File: src/rtl/ecc_defs.sv
// rtl/ecc_defs.sv - shared secp256k1 field constants and sequencer state encoding
package ecc_defs;

  localparam int ECC_WIDTH = 256;
  localparam logic [ECC_WIDTH-1:0] ECC_P =
    256'hFFFFFFFFFFFFFFFFFFFFFFFFFFFFFFFFFFFFFFFFFFFFFFFFFFFFFFFEFFFFFC2F;

  typedef enum logic [1:0] {
    IDLE = 2'd0,
    LOAD = 2'd1,
    RUN  = 2'd2,
    DONE = 2'd3
  } ecc_state_e;

endpackage

File: src/rtl/mod_add_red.sv
// rtl/mod_add_red.sv - combinational (x + y) mod P for x, y < P
module mod_add_red
  import ecc_defs::*;
#(
  parameter int               WIDTH = ECC_WIDTH,
  parameter logic [WIDTH-1:0] P     = ECC_P
) (
  input  logic [WIDTH-1:0] x_i,
  input  logic [WIDTH-1:0] y_i,
  output logic [WIDTH-1:0] s_o
);

  logic [WIDTH:0] sum;
  logic [WIDTH:0] sum_red;

  // Carry bit is kept so the compare sees the full sum before reduction.
  assign sum     = {1'b0, x_i} + {1'b0, y_i};
  assign sum_red = sum - {1'b0, P};
  assign s_o     = (sum >= {1'b0, P}) ? sum_red[WIDTH-1:0] : sum[WIDTH-1:0];

endmodule

File: src/rtl/mod_mul_serial.sv
// rtl/mod_mul_serial.sv - bit-serial interleaved modular multiplier R = A*B mod P
// Optional MOD_MUL_SKIP_ZERO_EN starts the scan at the most-significant 1 of B.
module mod_mul_serial
  import ecc_defs::*;
#(
  parameter int               WIDTH = ECC_WIDTH,
  parameter logic [WIDTH-1:0] P     = ECC_P
) (
  input  logic             clk,
  input  logic             rst,
  input  logic             start,
  input  logic [WIDTH-1:0] A,
  input  logic [WIDTH-1:0] B,
  output logic             ready,
  output logic             busy,
  output logic             done,
  output logic [WIDTH-1:0] R
);

  localparam int IW = $clog2(WIDTH);

  ecc_state_e       state_q, state_d;
  logic [WIDTH-1:0] a_q, a_d;
  logic [WIDTH-1:0] b_q, b_d;
  logic [WIDTH-1:0] acc_q, acc_d;
  logic [IW-1:0]    idx_q, idx_d;
  logic [WIDTH-1:0] r_q, r_d;
  logic             done_q, done_d;

  logic [WIDTH-1:0] dbl;
  logic [WIDTH-1:0] dbl_plus_a;
  logic [WIDTH-1:0] a_red;

  mod_add_red #(.WIDTH(WIDTH), .P(P)) u_dbl (
    .x_i(acc_q),
    .y_i(acc_q),
    .s_o(dbl)
  );

  mod_add_red #(.WIDTH(WIDTH), .P(P)) u_acc (
    .x_i(dbl),
    .y_i(a_q),
    .s_o(dbl_plus_a)
  );

  // A < 2^WIDTH < 2P, so a single conditional subtract fully reduces it.
  assign a_red = (a_q >= P) ? (a_q - P) : a_q;

`ifdef MOD_MUL_SKIP_ZERO_EN
  logic [IW-1:0] msb_idx;

  always_comb begin
    msb_idx = '0;
    for (int i = 0; i < WIDTH; i++) begin
      if (b_q[i]) msb_idx = IW'(i);
    end
  end
`endif

  always_comb begin
    state_d = state_q;
    a_d     = a_q;
    b_d     = b_q;
    acc_d   = acc_q;
    idx_d   = idx_q;
    r_d     = r_q;
    done_d  = 1'b0;
    case (state_q)
      IDLE: begin
        if (start) begin
          a_d     = A;
          b_d     = B;
          state_d = LOAD;
        end
      end
      LOAD: begin
        a_d     = a_red;
        acc_d   = '0;
        state_d = RUN;
`ifdef MOD_MUL_SKIP_ZERO_EN
        idx_d = msb_idx;
        if (b_q == '0) state_d = DONE;
`else
        idx_d = IW'(WIDTH - 1);
`endif
      end
      RUN: begin
        acc_d = b_q[idx_q] ? dbl_plus_a : dbl;
        if (idx_q == '0) begin
          state_d = DONE;
        end else begin
          idx_d = idx_q - IW'(1);
        end
      end
      DONE: begin
        // Result and done are registered out of this state; a new start overlaps it.
        r_d    = acc_q;
        done_d = 1'b1;
        if (start) begin
          a_d     = A;
          b_d     = B;
          state_d = LOAD;
        end else begin
          state_d = IDLE;
        end
      end
      default: state_d = IDLE;
    endcase
  end

  always_ff @(posedge clk or posedge rst) begin
    if (rst) begin
      state_q <= IDLE;
      a_q     <= '0;
      b_q     <= '0;
      acc_q   <= '0;
      idx_q   <= '0;
      r_q     <= '0;
      done_q  <= 1'b0;
    end else begin
      state_q <= state_d;
      a_q     <= a_d;
      b_q     <= b_d;
      acc_q   <= acc_d;
      idx_q   <= idx_d;
      r_q     <= r_d;
      done_q  <= done_d;
    end
  end

  assign ready = (state_q == IDLE) || (state_q == DONE);
  assign busy  = (state_q == LOAD) || (state_q == RUN);
  assign done  = done_q;
  assign R     = r_q;

endmodule

File: config.mk
export PLATFORM = sky130hd
export DESIGN_NAME = mod_mul_serial
export DESIGN_NICKNAME = d
export VERILOG_FILES = /design/src/rtl/ecc_defs.sv /design/src/rtl/mod_add_red.sv /design/src/rtl/mod_mul_serial.sv
export SDC_FILE = /design/constraint.sdc
export NUM_CORES = 2
export LEC_CHECK = 0
export BUFFER_PORTS_ARGS = -buffer_cell sky130_fd_sc_hd__clkbuf_2
export CAP_MARGIN = 30
export CORE_ASPECT_RATIO = 0.5
export CORE_MARGIN = 2
export CORE_UTILIZATION = 40
export CTS_CLUSTER_SIZE = 30
export DETAILED_ROUTE_END_ITERATION = 12
export PLACE_DENSITY = 0.58
export SLEW_MARGIN = 5
export SYNTH_ARGS = -nofsm -noshare
export SYNTH_HDL_FRONTEND = slang
export SYNTH_SLANG_ARGS = --single-unit
File: constraint.sdc
create_clock -name clk -period 43.5 [get_ports clk]
set_input_delay 8.7 -clock clk [delete_from_list [all_inputs] [get_ports clk]]
set_output_delay 8.7 -clock clk [all_outputs]
set_load 0.01 [all_outputs]
======== Word-level counts from Yosys, hierarchy flattened ========
Cells that the tools add are included.
operators by class
  $add $sub $neg .......................... 6
  equality and inequality tests ........... 8
  reductions and logical operators ........ 11
  $lt $le $gt $ge ......................... 4
  multiplexer cells ....................... 16
operators with widths
  operator                                                               number
  2-to-1 mux 256 bit                                                     5
  one-hot mux 256 bit (2 select lines)                                   2
  subtractor 256 bit, second input constant                              3
  adder 256 x 256 -> 257 bit                                             2
  greater-or-equal comparator 257 x 256 -> 1 bit, second input constant  2
  greater-or-equal comparator 256 bit, second input constant             1
  one-hot mux 8 bit (2 select lines)                                     1
  less-than comparator 8 x 9 -> 1 bit, second input constant             1
  binary-select mux 1 bit (select 8 bit)                                 1
  zero test 8 bit                                                        1
  2-to-1 mux 8 bit                                                       1
  inequality test 2 bit, second input constant                           4
  one-hot mux 2 bit (4 select lines)                                     1
  subtractor 8 x 1 -> 8 bit, second input constant                       1
  AND reduction 2 bit                                                    3
  == test 2 bit, second input constant                                   2
  2-to-1 mux 2 bit                                                       2
  nonzero test 2 bit                                                     2
  2-to-1 mux 1 bit                                                       3
  AND reduction 3 bit                                                    1
  == test 2 x 1 -> 1 bit, second input constant                          1
  zero test 2 bit                                                        1
  logical OR 1 bit                                                       2
  inequality test 2 x 1 -> 1 bit, second input constant                  1
  OR reduction 2 bit                                                     1
word-level totals
  register bits ........................... 1035
  output and inout port bits .............. 259
  word-level logic and storage cells ...... 52

======== Logic depth before layout (Yosys ltp) ========
  depth in word-level cells ............... 8
  mapped depth ............................ 41
  mapped depth without buffers ............ 34

======== Hierarchy ========
Synthesis repeated with hierarchy kept, for this count alone.
second synthesis, totals
  cell total of the unflattened synthesis .. 16791
  area, all modules ....................... 123800.0 um2
by module, submodules not included
  module                area an instance (um2)  cells an instance  instances
  mod_mul_serial        55144.1                 5634               1
  mod_add_red at u_acc  34951.0                 5649               1
  mod_add_red at u_dbl  33704.8                 5508               1

======== Worst setup path after synthesis ========
Ideal clock, no wire load.
  path kind ............................... flip-flop to output port
  start point ............................. register state_q[0]
  end point ............................... output ready
  required time ........................... 34.800 ns
  slack ................................... 32.845 ns
  cell stages (with the launch flop) ...... 8
  arrival time ............................ 1.955 ns
  cell sequence ........................... dfrtp_1 > inv_1 > ha_1 > clkbuf_1 > clkinv_1 > clkbuf_1 > clkbuf_1 > buf_1
between the ends
  cells in the longest elaborated chain, start to end .. 2
  elaborated cells between the ends (all ways) .. 3
  classes of those cells .................. 1 x eq/ne; 2 x reduce/logical
ends and longest elaborated chain
  what                                                     RTL line               text
  start, declared                                          mod_mul_serial.sv:22   ecc_state_e state_q, state_d;
  start signal, assigned                                   mod_mul_serial.sv:121  state_q <= state_d;
  == test 2 bit / zero test 2 bit (equally long branches)  mod_mul_serial.sv:131  assign ready = (state_q == IDLE) || (state_q == DONE);
  logical OR 1 bit *                                       mod_mul_serial.sv:131
  end, declared                                            mod_mul_serial.sv:14   output logic ready,
Mark *: on every way between the ends. The rest lies on a longest branch, timed or not.

======== Worst setup path in the final report ========
  start point ............................. register acc_q[41]
  end point ............................... register acc_q[249]
between the ends
  cells in the longest elaborated chain, start to end .. 8
  elaborated cells between the ends (all ways) .. 10
  classes of those cells .................. 4 x add/sub; 2 x order compare; 4 x mux
ends and longest elaborated chain
  what                                                                                         RTL line                              text
  start, declared                                                                              mod_mul_serial.sv:25                  logic [WIDTH-1:0] acc_q, acc_d;
  start signal, assigned                                                                       mod_mul_serial.sv:116                 acc_q <= '0;
  start signal, assigned                                                                       mod_mul_serial.sv:124                 acc_q <= acc_d;
  adder 256 x 256 -> 257 bit *                                                                 mod_add_red.sv:17                     assign sum = {1'b0, x_i} + {1'b0, y_i};
  subtractor 256 bit / greater-or-equal comparator 257 x 256 -> 1 bit (equally long branches)  mod_add_red.sv:18, mod_add_red.sv:19
  2-to-1 mux 256 bit *                                                                         mod_add_red.sv:19                     assign s_o = (sum >= {1'b0, P}) ? sum_red[WIDTH-1:0] : sum[WIDTH-1:0];
  adder 256 x 256 -> 257 bit                                                                   mod_add_red.sv:17
  subtractor 256 bit / greater-or-equal comparator 257 x 256 -> 1 bit (equally long branches)  mod_add_red.sv:18, mod_add_red.sv:19
  2-to-1 mux 256 bit                                                                           mod_add_red.sv:19
  2-to-1 mux 256 bit *                                                                         mod_mul_serial.sv:88                  acc_d = b_q[idx_q] ? dbl_plus_a : dbl;
  one-hot mux 256 bit (2 select lines) *                                                       mod_mul_serial.sv:68                  case (state_q)
Marks and branches as above.
A chain may end at the register's enable or synchronous reset.

==> results.cfg <==
[logic_synthesis]
synth_compound_gate_area_share_pct = 21.7
synth.yosys.warnings = 0
adder_cell_share_of_the_synthesized_area_pct = 3.80
postSynth.asyncResetShare_pct = 100
synth_ff_type = dfrtp_1
synthSimpleGateAreaFrac_pct = 29.7
synth.mux.area_fraction_pct = 6.04
post_synth_num_cell_types = 113
flop_and_latch_count_out_of_synthesis = 1035
synth_top_family_by_area = simple AND/OR/NAND/NOR gates
synth_edf_count = 0
synth.yosys.seq_area_share_pct = 29.0
syn_avg_cell_area_um2 = 7.70
synthCells = 11600
synthesis.nets = 12400
synthXorXnorAreaFrac_pct = 6.26
netlist_area_um2 = 89200

[global_route]
grt_remaining_overflow = 0
grt_antenna_before_repair = 31
grt_max_degree = 172
grt_pass1_vias = 93500
grt.total_usage_pct = 45.3
grt_pass1_wl_mm = 730

[sta]
period_share_pct = 37.7
fin_tns_setup_ns = 0
timing.final.crit_period_ns = 16.40
tightestPinTransition_ns = 1.42
fmaxAchievable_mhz = 61.0
hold_viol = 0
finalClockSkew_ns = 0.0588
rsz_0062_raised_after_global_routing = false
setup_ws_ns = 27.10
finalSetupViolCount = 0
relSlewSlack_pct = 5.63
timing.final.max_slew_violations = 0

[drt]
first_iter_violations = 14300
final_antenna_net_count = 0
wl_mm = 532
drc = 0
drtPass1Iterations = 7
route.detailed.wl_per_inst_um = 35.0
routed-via-count = 102000
detail_route.vias_per_cell = 6.71

[power]
power-per-cell-area_nw_per_um2 = 31.0
max-vdd-ir-drop_uv = 32.0
finalPower_w = 0.00312
cellLeakagePower_nw = 41.8

[floorplan]
floorplan.initialDensity_pct = 40.3
design.portCount = 774
core_area_um2 = 221000
fp.dieH_um = 338
die_width_um = 672
die_area_um2 = 227000
rows = 122

[clocking]
clk_path_buf_depth = 3
tritoncts_buffers = 99
cts_setup_buffers = 0
worst_setup_hold_path_clk_slew_ns = 0.08
cts_hold_buffers = 0
htreeDepth = 3
root_buffer = clkbuf_16
insertion_delay_ns = 0.81
tritoncts = yes
tritoncts_sinks = 1035
ctsResizeCount = 0

[final_layout]
final_net_count = 12900
layout.cells.most_common = nand2_1
most_frequent_cells_in_the_layout = 1,912 x nand2_1, 1,033 x dfrtp_1, 998 x a21oi_1, 893 x nor2_1, 794 x o21ai_0
fillers = 22400
drive_above_1_share_pct = 15.2
layout-area-overhead-vs-synth_pct = 13.0

[worst_setup_path]
cpMostUsedCell = nand4_1
critPathRequiredTime_ns = 44.13
crit_type = reg -> reg
startpoint_type = register
timing.critical_path.to_type = register
worst_path_largest_cell_delay_ns = 0.89
timing.critical_path.buf_inv = 5
cp_top_family = simple AND/OR/NAND/NOR gates
arrival_ns = 17.03
critPathMaxFanout = 55
worst_path_max_delay_cell = o31a_1

[flow_run]
maxCapViolCount = 0

[worst_hold_path]
min_path_type = reg -> reg

[place]
hpwl_mm = 442
portbufs = 773
detailedPlace.worstSlack_ns = 28.17
placer_congestion = 1.10

[outcome]
run_status = completed
## registers in the layout, summed over array words and instances, names as in the netlist
| name | flops |
|---|---|
| R | 256 |
| a_q | 256 |
| acc_q | 256 |
| b_q | 256 |
| idx_q | 8 |
| state_q | 2 |
| done | 1 |
## synthesized netlist by cell type, types with 217 or more instances
master	count	area, um2
dfrtp_1	1035	25900
a22oi_1	228	1710
nand2_1	1915	7190
a21oi_1	1000	5000
nand3_1	554	2770
and3_1	217	1360
o21ai_0	796	3980
clkbuf_1	467	1750
mux2_2	265	2980
xnor2_1	378	3310
xor2_1	260	2280
ha_1	269	3370
nor2_1	896	3360
nand4_1	462	2890
nor4_1	226	1410
nor3_1	325	1630
## cells by family after synthesis
kind of cell,after synthesis
adders and majority gates,270
AOI/OAI and AO/OA,3108
DFF,1035
muxes,399
xor gates and xnor gates,638
buffers and inverters,785
and+or+nand+nor,5352
## worst reg2reg max path: cells and delay by family (launching register included)
family | cells | cell delay [ns]
compound gates | 8 | 4.04
xor+xnor | 2 | 1.32
fa+ha+maj | 1 | 0.45
buf+inv | 5 | 1.67
flops | 1 | 0.47
mux | 1 | 0.24
simple gates | 20 | 8.08
## path summary, 6_finish.rpt
check / start / end / slack [ns] / cells after the start
max reg2reg: acc_q[41] / acc_q[249] / 27.10 / 37
max in group asynchronous: rst / b_q[219] / 30.92 / 7
max: acc_q[41] / acc_q[249] / 27.10 / 37
min: b_q[30] / b_q[30] / 0.47 / 2
min in group asynchronous: rst / a_q[249] / 7.95 / 2
min reg2reg: b_q[30] / b_q[30] / 0.47 / 2
## layer usage
metal,vias up,GRT usage [%],part of all wire [%]
met3,1277,12.8,11
met4,12,30.4,8.2
met2,6288,65.9,41
li1,44200,-,-
met5,-,0.0208,0.016
met1,50100,58.6,40
## report_power, final
part	internal [W]	switching (W)	leakage (nW)
Combinational	0.000281	0.000674	26.1
Clock	0.000560	0.000462	1.80
Sequential	0.00103	0.000115	13.9
## stage by stage
step | instances | util [%] | hold slack [ns] | cell area (um2)
finish | 15200 | 45.5 | 0.469 | 101000
CTS | 15100 | 45.3 | 0.474 | 100000
floorplan | 11600 | - | 0.440 | 89200
global placement | 14900 | 43.4 | 0.452 | 96200
global route | 15200 | 45.5 | 0.493 | 101000
detailed placement | 15000 | 43.6 | 0.457 | 96600
## area by class of cell
cell class	instances	area (um2)	area share (%)
Antenna cell	14	35.0	0.0347
Timing Repair Buffer	1062	6270	6.22
Inverter	152	586	0.581
Clock inverter	54	868	0.861
Sequential cell	1035	25900	25.7
Tap cell	2976	3720	3.69
Multi-Input combinational cell	9767	60600	60.1
Clock buffer	133	2870	2.84
Power figures use the tool's default switching activity.
